--- src/rtl/multiplicador_seq_8bits_pkg.sv ---
// Shared ULA definitions: operand width and control-state encodings
// for the sequential shift-and-add multiplier.
package multiplicador_seq_8bits_pkg;

    localparam int unsigned LARGURA = 8;
    localparam int unsigned LARGURA_CONTADOR = 4;

    typedef enum logic [1:0] {
        OCIOSO  = 2'd0,
        CALCULA = 2'd1,
        FIM     = 2'd2
    } estado_t;

    // Index of the last shift-and-add step (counter value on the 8th step).
    localparam logic [LARGURA_CONTADOR-1:0] ULTIMO_PASSO = LARGURA_CONTADOR'(LARGURA - 1);

endpackage

--- src/rtl/multiplicador_seq_8bits_somador.sv ---
// somador_8bits: ripple-carry adder with carry-in and carry-out,
// shared by the multiplier datapath for every partial-product step.
module somador_8bits
    import multiplicador_seq_8bits_pkg::*;
(
    input  logic [LARGURA-1:0] A,
    input  logic [LARGURA-1:0] B,
    input  logic               C_in,
    output logic [LARGURA-1:0] S,
    output logic               C_out
);

    logic [LARGURA:0] carry;

    always_comb begin
        carry    = '0;
        S        = '0;
        carry[0] = C_in;
        for (int unsigned i = 0; i < LARGURA; i++) begin
            S[i]       = A[i] ^ B[i] ^ carry[i];
            carry[i+1] = (A[i] & B[i]) | (A[i] & carry[i]) | (B[i] & carry[i]);
        end
    end

    assign C_out = carry[LARGURA];

endmodule

--- src/rtl/multiplicador_seq_8bits.sv ---
// Sequential 8x8 unsigned multiplier: shift-and-add over 8 steps,
// registered 16-bit product with a one-cycle valido pulse.
module multiplicador_seq_8bits
    import multiplicador_seq_8bits_pkg::*;
(
    input  logic                   clk,
    input  logic                   rst,
    input  logic                   inicio,
    input  logic [LARGURA-1:0]     A,
    input  logic [LARGURA-1:0]     B,
    output logic [2*LARGURA-1:0]   P,
    output logic                   valido,
    output logic                   ocupado
);

    estado_t estado, prox_estado;

    logic [LARGURA-1:0]          m;
    logic [LARGURA-1:0]          q;
    logic [LARGURA-1:0]          acumulador;
    logic                        c;
    logic [LARGURA_CONTADOR-1:0] contador;

    logic [LARGURA-1:0]   soma;
    logic                 c_out;
    logic [LARGURA-1:0]   parcial;
    logic                 c_parcial;
    logic [2*LARGURA-1:0] produto_prox;
    logic                 aceita;
    logic                 ultimo;

    somador_8bits u_somador (
        .A     (acumulador),
        .B     (m),
        .C_in  (1'b0),
        .S     (soma),
        .C_out (c_out)
    );

    always_comb begin
        if (q[0]) begin
            parcial   = soma;
            c_parcial = c_out;
        end else begin
            parcial   = acumulador;
            c_parcial = 1'b0;
        end
        produto_prox = {c_parcial, parcial, q[LARGURA-1:1]};
    end

    always_ff @(posedge clk) begin
        if (rst) begin
            estado <= OCIOSO;
        end else begin
            estado <= prox_estado;
        end
    end

    // The FIM closing edge doubles as the first edge a new start can be
    // taken, so a held inicio yields one operation every 9 cycles.
    always_comb begin
        prox_estado = estado;
        aceita      = 1'b0;
        ultimo      = 1'b0;
        unique case (estado)
            OCIOSO: begin
                if (inicio) begin
                    prox_estado = CALCULA;
                    aceita      = 1'b1;
                end
            end
            CALCULA: begin
                if (contador == ULTIMO_PASSO) begin
                    prox_estado = FIM;
                    ultimo      = 1'b1;
                end
            end
            FIM: begin
                if (inicio) begin
                    prox_estado = CALCULA;
                    aceita      = 1'b1;
                end else begin
                    prox_estado = OCIOSO;
                end
            end
            default: prox_estado = OCIOSO;
        endcase
    end

    always_ff @(posedge clk) begin
        if (rst) begin
            m          <= '0;
            q          <= '0;
            acumulador <= '0;
            c          <= 1'b0;
            contador   <= '0;
            P          <= '0;
            valido     <= 1'b0;
        end else begin
            valido <= ultimo;
            if (aceita) begin
                m          <= A;
                q          <= B;
                acumulador <= '0;
                c          <= 1'b0;
                contador   <= '0;
            end else if (estado == CALCULA) begin
                {acumulador, q} <= produto_prox;
                c               <= c_parcial;
                contador        <= contador + 1'b1;
            end
            if (ultimo) begin
                P <= produto_prox;
            end
        end
    end

    assign ocupado = (estado != OCIOSO);

endmodule

--- config.mk ---
export PLATFORM = sky130hd
export DESIGN_NAME = multiplicador_seq_8bits
export DESIGN_NICKNAME = d
export VERILOG_FILES = /design/src/rtl/multiplicador_seq_8bits_pkg.sv /design/src/rtl/multiplicador_seq_8bits_somador.sv /design/src/rtl/multiplicador_seq_8bits.sv
export SDC_FILE = /design/constraint.sdc
export NUM_CORES = 1
export LEC_CHECK = 0
export CAP_MARGIN = 20
export CORE_ASPECT_RATIO = 1.1
export CORE_UTILIZATION = 30
export DETAILED_ROUTE_END_ITERATION = 10
export DONT_BUFFER_PORTS = 1
export GPL_TIMING_DRIVEN = 0
export HOLD_SLACK_MARGIN = 0.08
export SYNTH_ARGS = -nofsm -noshare
export SYNTH_HDL_FRONTEND = slang
export SYNTH_SLANG_ARGS = --single-unit
--- constraint.sdc ---
create_clock -name clk -period 10.9 [get_ports clk]
set_input_delay 2.18 -clock clk [delete_from_list [all_inputs] [get_ports clk]]
set_output_delay 2.18 -clock clk [all_outputs]
set_load 0.05 [all_outputs]
; Yosys cells after proc, flatten, opt, wreduce, memory -nomap -nowiden
; Index checks and enable logic that the tools add are counted.
[totals]
ff_bits = 47
wordCells = 82
[op_classes]
add_sub_neg = 1
bitwise = 51
n_eq_ne = 5
n_reduce_logical = 6
mux = 12
[op_table]
columns = cell, n
row1 = $mux W8, 3
row2 = $and A1 B1 Y1, 22
row3 = $xor A1 B1 Y1, 15
row4 = $or A1 B1 Y1, 14
row5 = $mux W1, 6
row6 = $pmux W2 S3, 1
row7 = $add A4 B1 Y4 const B, 1
row8 = $eq A4 B3 Y1 const B, 1
row9 = $mux W2, 2
row10 = $ne A2 B2 Y1 const B, 2
row11 = $reduce_bool A2 Y1, 2
row12 = $reduce_or A2 Y1, 2
row13 = $eq A2 B1 Y1 const B, 1
row14 = $eq A2 B2 Y1 const B, 1
row15 = $logic_not A2 Y1, 1
row16 = $reduce_and A2 Y1, 1

; Longest topological paths before layout
; Gate-level depths: netlist of run 1.
[logic_depth]
ltp_word = 23
depth_mapped = 10
ltp_nobuf = 10

; Modules after synthesis
; From an unflattened synthesis of run 1, not the netlist that was laid out.
[hier_totals]
hier_cells = 233
hier_area_um2 = 2062.0
[modules_own_cells]
columns = module, seq_area_each_um2, cells_per_inst, instances, area_per_inst_um2
row1 = multiplicador_seq_8bits, 940.9, 215, 1, 1864.3
row2 = somador_8bits, 0.0, 18, 1, 197.7

; Worst setup path before layout of run 1
; OpenSTA, ideal clock, no wires.
[synth_path]
path_kind = reg2reg
from = register m[0]
to = register acumulador[6]
setup_slack_ns = 7.301
setup_time_ns = 0.086
path_buffers = 0
t_arrival_ns = 3.514
path_stages_with_launch = 11
required_time_ns = 10.814
cell_sequence = dfxtp_1 ha_1 fa_1 fa_1 fa_1 fa_1 fa_1 fa_1 fa_1 mux2i_1 a211oi_1
[synth_between]
elab_chain_cells = 21
[synth_lines]
columns = item, line_no
row1 = "start, declared", multiplicador_seq_8bits.sv:18  ; logic [LARGURA-1:0] m;
row2 = "start signal, assigned", multiplicador_seq_8bits.sv:92  ; m <= '0;
row3 = "start signal, assigned", multiplicador_seq_8bits.sv:102  ; m <= A;
row4 = $and A1 B1 Y1 *, multiplicador_seq_8bits_somador.sv:21  ; carry[i+1] = (A[i] & B[i]) | (A[i] & carry[i]) | (B[i] & carry[i]);
row5 = $and A1 B1 Y1, multiplicador_seq_8bits_somador.sv:21
row6 = $or A1 B1 Y1, multiplicador_seq_8bits_somador.sv:21
row7 = $or A1 B1 Y1 *, multiplicador_seq_8bits_somador.sv:21
row8 = $and A1 B1 Y1, multiplicador_seq_8bits_somador.sv:21
row9 = $or A1 B1 Y1, multiplicador_seq_8bits_somador.sv:21
row10 = $or A1 B1 Y1 *, multiplicador_seq_8bits_somador.sv:21
row11 = $and A1 B1 Y1, multiplicador_seq_8bits_somador.sv:21
row12 = [5 not listed], n/a
row13 = $and A1 B1 Y1, multiplicador_seq_8bits_somador.sv:21
row14 = $or A1 B1 Y1, multiplicador_seq_8bits_somador.sv:21
row15 = $or A1 B1 Y1 *, multiplicador_seq_8bits_somador.sv:21
row16 = $and A1 B1 Y1, multiplicador_seq_8bits_somador.sv:21
row17 = $or A1 B1 Y1, multiplicador_seq_8bits_somador.sv:21
row18 = $or A1 B1 Y1 *, multiplicador_seq_8bits_somador.sv:21
row19 = $xor A1 B1 Y1 *, multiplicador_seq_8bits_somador.sv:20  ; S[i] = A[i] ^ B[i] ^ carry[i];
row20 = $mux W8 *, multiplicador_seq_8bits.sv:41  ; if (q[0]) begin
row21 = "end signal, assigned", multiplicador_seq_8bits.sv:108  ; {acumulador, q} <= produto_prox;
row22 = "end, declared", multiplicador_seq_8bits.sv:20  ; logic [LARGURA-1:0] acumulador;
; Mark *: on every way between the ends. The rest lies on a longest branch, timed or not.
; A chain may end at the register's enable or synchronous reset.

; Final worst setup path of run 1
[layout_path]
from = register acumulador[0]
to = register acumulador[6]
[layout_between]
elab_chain_cells = 21
[layout_lines]
columns = item, line_no
row1 = $and A1 B1 Y1 *, multiplicador_seq_8bits_somador.sv:21
row2 = $and A1 B1 Y1, multiplicador_seq_8bits_somador.sv:21
row3 = $or A1 B1 Y1, multiplicador_seq_8bits_somador.sv:21
row4 = $or A1 B1 Y1 *, multiplicador_seq_8bits_somador.sv:21
row5 = $and A1 B1 Y1, multiplicador_seq_8bits_somador.sv:21
row6 = $or A1 B1 Y1, multiplicador_seq_8bits_somador.sv:21
row7 = $or A1 B1 Y1 *, multiplicador_seq_8bits_somador.sv:21
row8 = $and A1 B1 Y1, multiplicador_seq_8bits_somador.sv:21
row9 = [5 not listed], n/a
row10 = $and A1 B1 Y1, multiplicador_seq_8bits_somador.sv:21
row11 = $or A1 B1 Y1, multiplicador_seq_8bits_somador.sv:21
row12 = $or A1 B1 Y1 *, multiplicador_seq_8bits_somador.sv:21
row13 = $and A1 B1 Y1, multiplicador_seq_8bits_somador.sv:21
row14 = $or A1 B1 Y1, multiplicador_seq_8bits_somador.sv:21
row15 = $or A1 B1 Y1 *, multiplicador_seq_8bits_somador.sv:21
row16 = $xor A1 B1 Y1 *, multiplicador_seq_8bits_somador.sv:20
row17 = $mux W8 *, multiplicador_seq_8bits.sv:41
; Marked as above.

==> results of run 1 <==
cell type report:
cell class / count / area share [%]
Tap cell: 82 / 4.62
Buffer: 20 / 5.69
Clock inverter: 2 / 0.732
Sequential cell: 47 / 42.3
Clock buffer: 6 / 3.72
Multi-Input combinational cell: 149 / 42.9
layer usage:
metal	vias up	global-route usage, %
li1	772	-
met1	721	17.5
met2	40	23.9
met3	9	5.31
met4	0	6.49
met5	-	0
flip-flops by register name (all words and copies together), names as in the netlist:
signal / flops
contador: 4
m: 8
q: 8
estado: 2
acumulador: 8
valido: 1
P: 16
critical path: cells and delay by family (launching register included):
kind | cells | cell delay [ns]
adders and majority gates | 8 | 3.06
AOI/OAI and AO/OA | 1 | 0.25
muxes | 1 | 0.11
DFF | 1 | 0.34
worst max-delay path by stage:
stage,from,to
2_1_floorplan,m[0]$_SDFFE_PP0P_,acumulador[6]$_SDFFE_PP0P_
3_3_place_gp,m[0]$_SDFFE_PP0P_,P[14]$_SDFFE_PP0P_
3_5_place_dp,m[0]$_SDFFE_PP0P_,P[14]$_SDFFE_PP0P_
4_1_cts,acumulador[0]$_SDFFE_PP0P_,acumulador[6]$_SDFFE_PP0P_
5_1_grt,m[0]$_SDFFE_PP0P_,P[14]$_SDFFE_PP0P_
6_report,acumulador[0]$_SDFFE_PP0P_,acumulador[6]$_SDFFE_PP0P_
per-stage QoR:
stage	util (%)	setup WS, ns	power, mW	instances	hold slack [ns]
finish	33.9	7.07	0.333	306	0.476
global route	33.9	6.88	0.346	306	0.515
CTS	33.9	7.06	0.336	306	0.476
detailed placement	32.4	7.08	0.223	298	0.464
global placement	32.4	7.11	0.223	298	0.462
floorplan	-	7.30	0.214	216	0.441
where the power goes:
group	switching (mW)	internal (mW)	total (mW)
clock	0.0616	0.0519	0.113
sequential	0.00549	0.178	0.183
combinational	0.0225	0.0135	0.0360
total	0.0897	0.243	0.333
Yosys cell counts, drive strengths merged:
library cell / count
dfxtp: 47
a21oi: 36
nand2: 20
nand3: 17
a211oi: 15
buf: 14
nor2: 12
o21ai: 10
a22oi: 7
fa: 7
mux2i: 7
clkbuf: 6
nand2b: 3
ha: 2
nand3b: 2
nor3: 2
and2b: 1
and3b: 1
mux2: 1
nand4: 1
nor2b: 1
or2: 1
or3: 1
xnor2: 1
xor2: 1
logic make-up after synthesis:
group,Yosys count,share of synthesized area [%]
flip-flops,47,46.6
XOR/XNOR,2,0.867
AO/OA/AOI/OAI,68,19.8
multiplexers,8,4.02
AND/OR/NAND/NOR,62,14.4
adder cells (fa/ha/maj),9,8.17
buffers and inverters,20,6.25
==> summary.md, run 1 <==
| Metric | Value |
|---|---|
| Antenna Nets Post-Route | `0` |
| Hpwl dp | `3.48 mm` |
| Total negative slack | `0 ns` |
| Highest cell delay on the worst timing path | `0.49 ns` |
| Post-layout nets | `251` |
| Crit start category | `register` |
| Top cells by area, synth | `dfxtp_1 47%, a21oi_1 8.7%, fa_1 6.9%, a211oi_1 5.6%, nand3_1 4.2%` |
| Largest net degree at the start of global routing | `16` |
| Worst reg2reg startpoint | `acumulador[0]$_SDFFE_PP0P_` |
| Design area | `0.00222 mm2` |
| Seq/Total Area, Yosys | `46.6%` |
| Max Used Layer | `met4` |
| Vias in the first global route | `1586` |
| Area growth, synth to finish | `9.97%` |
| Met2 WL | `2.26 mm` |
| Via-to-Cell Ratio | `5.04` |
| Iter 0 DRT Violations | `92` |
| Post-synth top area share | `46.6%` |
| Post-Route M1 WL | `2.05 mm` |
| Register area | `941 um2` |
| Mapped Area | `0.00202 mm2` |
| R2R Setup Slk | `7.07 ns` |
| Hold Crit Class | `reg2reg` |
| First-pass GRT wire length | `7.85 mm` |
| Cells on Worst Hold Path | `2` |
| Worst-path fanout max | `3` |
| PortBufs | `0` |
| Hold path start | `m[0]$_SDFFE_PP0P_` |
| Final count of pins violating max slew | `0` |
| Crit path DAT | `4.05 ns` |
| Worst slew pin tran | `0.543 ns` |
| Initial core utilization | `30.8%` |
| CP Cell Sequence | `ha_1 > fa_1 > fa_1 > fa_1 > fa_1 > fa_1 > fa_1 > fa_1 > mux2i_1 > a211oi_1` |
| Die H | `88.1 um` |
| Cell row count | `31` |
| Worst reg2reg path depth | `10` |
| RSZ-0062 raised after global routing | `false` |
| Multi-input combinational cell area | `953 um2` |
| CTS Hold Bufs | `0` |
| R2R Path End | `acumulador[6]$_SDFFE_PP0P_` |
| CTS tree | `yes` |
| Max-cap violations | `0` |
| YS warnings | `0` |
| Mapped Cells | `216` |
| WL final | `4.76 mm` |
| Area after DPL | `0.00212 mm2` |
| Mean post-synth cell area | `9.36 um2` |
| H-Tree Level Count | `2` |
| Final hold violations | `0` |
| Setup Skew | `0.00678 ns` |
| Most common cell after layout, fill and taps aside | `dfxtp_1` |
| Leak pwr | `0.773 nW` |
| Crit end category | `register` |
| Final worst path period need | `3.83 ns` |
| Final setup viols | `0` |
| GR Overflow Total | `0` |
| Post-synth top area cell | `dfxtp_1` |
| Post-CTS setup buffers | `0` |
| Layout cell share with drive strength beyond 1 | `11.2%` |
| Syn Nets | `244` |
| Clock transition at the registers of the reported paths | `0.09 ns` |
| Initial DRT Pass Iterations | `4` |
| Global Route Usage Sum | `14.7%` |
| CTS Buffer Depth | `2` |
| Most frequent cells in the layout | `47 x dfxtp_1, 35 x a21oi_1, 20 x nand2_1, 17 x nand3_1, 15 x a211oi_1` |
| Maximum vdd drop | `0.0493 mV` |
| Max_slew headroom | `63.7%` |
| CTS Root Cell | `clkbuf_8` |
| Die W | `80.3 um` |
| GPL Wtd Cong | `0.739` |
| Status | `finished clean` |
| Seq cells post-synth | `47` |
| DR WL met3 | `347 um` |
| Die ar. | `0.00707 mm2` |
| Vias after detailed routing | `1542` |
| Required time worst endpoint | `11.12 ns` |
| Sink Count | `47` |
| Cts bufs inserted | `5` |
| Post-CTS sizing | `0` |
| Final clock period utilization by the worst path | `35.2%` |
| Routed WL per cell | `15.5 um` |
| Worst skew pair latency | `0.30 ns` |
| Cell mode on critical path | `fa_1` |
| Count of cell types in the netlist | `28` |
| Max stage delay cell, worst path | `fa_1` |
| Hold endpoint | `m[0]$_SDFFE_PP0P_` |
| Antenna diode count | `0` |
| PD cells | `150 mW/mm2` |
| Drt drc | `0` |
| Core ar. | `0.00656 mm2` |
| Critical path class | `reg2reg` |
| F_max | `0.261 GHz` |
| I/O pin count | `37` |
| FILL cells | `690` |
| Initial antenna violation count | `0` |
Power figures use the tool's default switching activity.
==> inputs of run 2 (changes only) <==
==> constraint.sdc (replaced) <==
create_clock -name clk -period 3.3 [get_ports clk]
set_input_delay 0.66 -clock clk [delete_from_list [all_inputs] [get_ports clk]]
set_output_delay 0.66 -clock clk [all_outputs]
set_load 0.05 [all_outputs]
==> run 2 against run 1 <==
The flow now finishes with violations (negative setup slack); sequential power rose to 3.3 times the previous value; maximum frequency rose by 9.4%; via count rose by 0.52%; critical endpoint is now P[14]$_SDFFE_PP0P_.
==> summary.md, run 2 (synthesis results as in run 1) <==
| Metric | Value |
|---|---|
| Design area | `0.00224 mm2` |
| Post-layout nets | `252` |
| Crit end category | `register` |
| Final core utilization | `34.1%` |
| Final hold violations | `0` |
| Hpwl dp | `3.46 mm` |
| Largest net degree at the start of global routing | `15` |
| Core ar. | `0.00656 mm2` |
| Total negative slack | `-0.389 ns` |
| Final WS setup | `-0.201 ns` |
| Failing checks | `negative setup slack` |
| GPL Wtd Cong | `0.778` |
| Antenna diode count | `0` |
| Area growth, synth to finish | `10.8%` |
| Max_slew headroom | `64.6%` |
| Vias after detailed routing | `1550` |
| Cell row count | `31` |
| Crit path DAT | `3.67 ns` |
| Initial core utilization | `30.8%` |
| Required time worst endpoint | `3.47 ns` |
| Cts bufs inserted | `5` |
| Max-cap violations | `0` |
| Worst slew pin tran | `0.530 ns` |
| CTS tree | `yes` |
| Finished Layout Cells | `307` |
| Leak pwr | `0.763 nW` |
| Area after DPL | `0.00214 mm2` |
| Most common cell after layout, fill and taps aside | `dfxtp_1` |
| Global Route Usage Sum | `14.3%` |
| Die H | `88.1 um` |
| Antenna Nets Post-Route | `0` |
| Worst-path fanout max | `2` |
| Final count of pins violating max slew | `0` |
| PD cells | `480 mW/mm2` |
| F_max | `0.286 GHz` |
| Largest Register | `P` |
| Routed WL per cell | `15.5 um` |
| I/O pin count | `37` |
| Die ar. | `0.00707 mm2` |
| DP Cell Count | `298` |
| Drt drc | `0` |
| RSZ-0062 raised after global routing | `true` |
| Final worst path period need | `3.50 ns` |
| GR Overflow Total | `0` |
| Via-to-Cell Ratio | `5.05` |
| Layout cell share with drive strength beyond 1 | `16.0%` |
| WL final | `4.76 mm` |
| Iter 0 DRT Violations | `127` |
| Max reg flops | `16` |
| Worst skew pair latency | `0.30 ns` |
| First-pass GRT wire length | `7.58 mm` |
| Initial DRT Pass Iterations | `4` |
| CTS Buffer Depth | `2` |
| Clock transition at the registers of the reported paths | `0.09 ns` |
| Initial antenna violation count | `0` |
| PortBufs | `0` |
| CTS Root Cell | `clkbuf_8` |
| Most frequent cells in the layout | `45 x dfxtp_1, 35 x a21oi_1, 20 x nand2_1, 17 x nand3_1, 15 x a211oi_1` |
| Setup Skew | `0.00488 ns` |
| Sink Count | `47` |
| Final setup viols | `2` |
| Maximum vdd drop | `0.197 mV` |
| H-Tree Level Count | `2` |
| Critical path class | `reg2reg` |
| Status | `complete, but fails checks` |
| Crit start category | `register` |
| Final clock period utilization by the worst path | `106%` |
| Vias in the first global route | `1487` |
| Die W | `80.3 um` |
| Hold Crit Class | `in2reg` |
[run 2: cell count changes in the layout (fill, tap and decap cells not counted), sizes merged]
cell and change:
clkinv +2, clkinvlp -1, clkbuf -1, buf +1
[run 2: path summary, 6_finish.rpt]
check,end,depth (start not counted),slack [ns],from
worst min register to register,m[0]$_SDFFE_PP0P_,2,0.47,m[0]$_SDFFE_PP0P_
worst max-delay path,P[14]$_SDFFE_PP0P_,10,-0.20,m[0]$_SDFFE_PP0P_
worst min-delay path,m[0]$_SDFFE_PP0P_,2,0.47,A[0]
worst max register to register,P[14]$_SDFFE_PP0P_,10,-0.20,m[0]$_SDFFE_PP0P_
[run 2: repair_timing]
action,in CTS,in global routing
hold buffers,0,0
setup endpoints to repair,3,5
resized for setup,3,0
pin swaps,1,1
gates cloned,0,0
setup buffers,1,0
[run 2: worst max-delay path, cell delays in order (launching register included)]
cell and delay, ns:
dfxtp_2 0.33, ha_2 0.18, fa_2 0.34, fa_2 0.36
fa_2 0.34, fa_2 0.34, fa_2 0.35, fa_2 0.35
fa_1 0.45, mux2i_2 0.23, a211oi_1 0.10
[run 2: final cells by class]
type	count	area [um2]
buffer	20	126
clock buffer	5	68.8
clock inverter	3	15.0
fill	677	4320
multi-input combinational	149	975
sequential	47	943
tap	82	103
timing repair buffer	1	7.51
[run 2: power by group]
part	internal, mW	total (mW)	switching (mW)	leakage (nW)
sequential	0.587	0.606	0.0183	0.383
clock	0.146	0.347	0.201	0.0477
combinational	0.0463	0.121	0.0752	0.332
[run 2: stage by stage]
stage          total power [mW]  setup WS (ns)  hold slack, ns
2_1_floorplan             0.708       -0.00455           0.443
3_3_place_gp              0.736         -0.191           0.464
3_5_place_dp              0.738         -0.228           0.475
4_1_cts                    1.08         -0.205           0.471
5_1_grt                    1.12         -0.311           0.485
6_report                   1.07         -0.201           0.473
[run 2: routing by layer]
| layer | up-vias | part of all wire [%] | wire length (um) | GRT usage [%] |
|---|---|---|---|---|
| li1 | 771 | - | - | - |
| met1 | 740 | 46 | 2200 | 18.4 |
| met2 | 33 | 45 | 2150 | 21.2 |
| met3 | 6 | 7.0 | 333 | 5.73 |
| met4 | 0 | 1.8 | 85 | 5.84 |
| met5 | - | 0 | 0 | 0 |
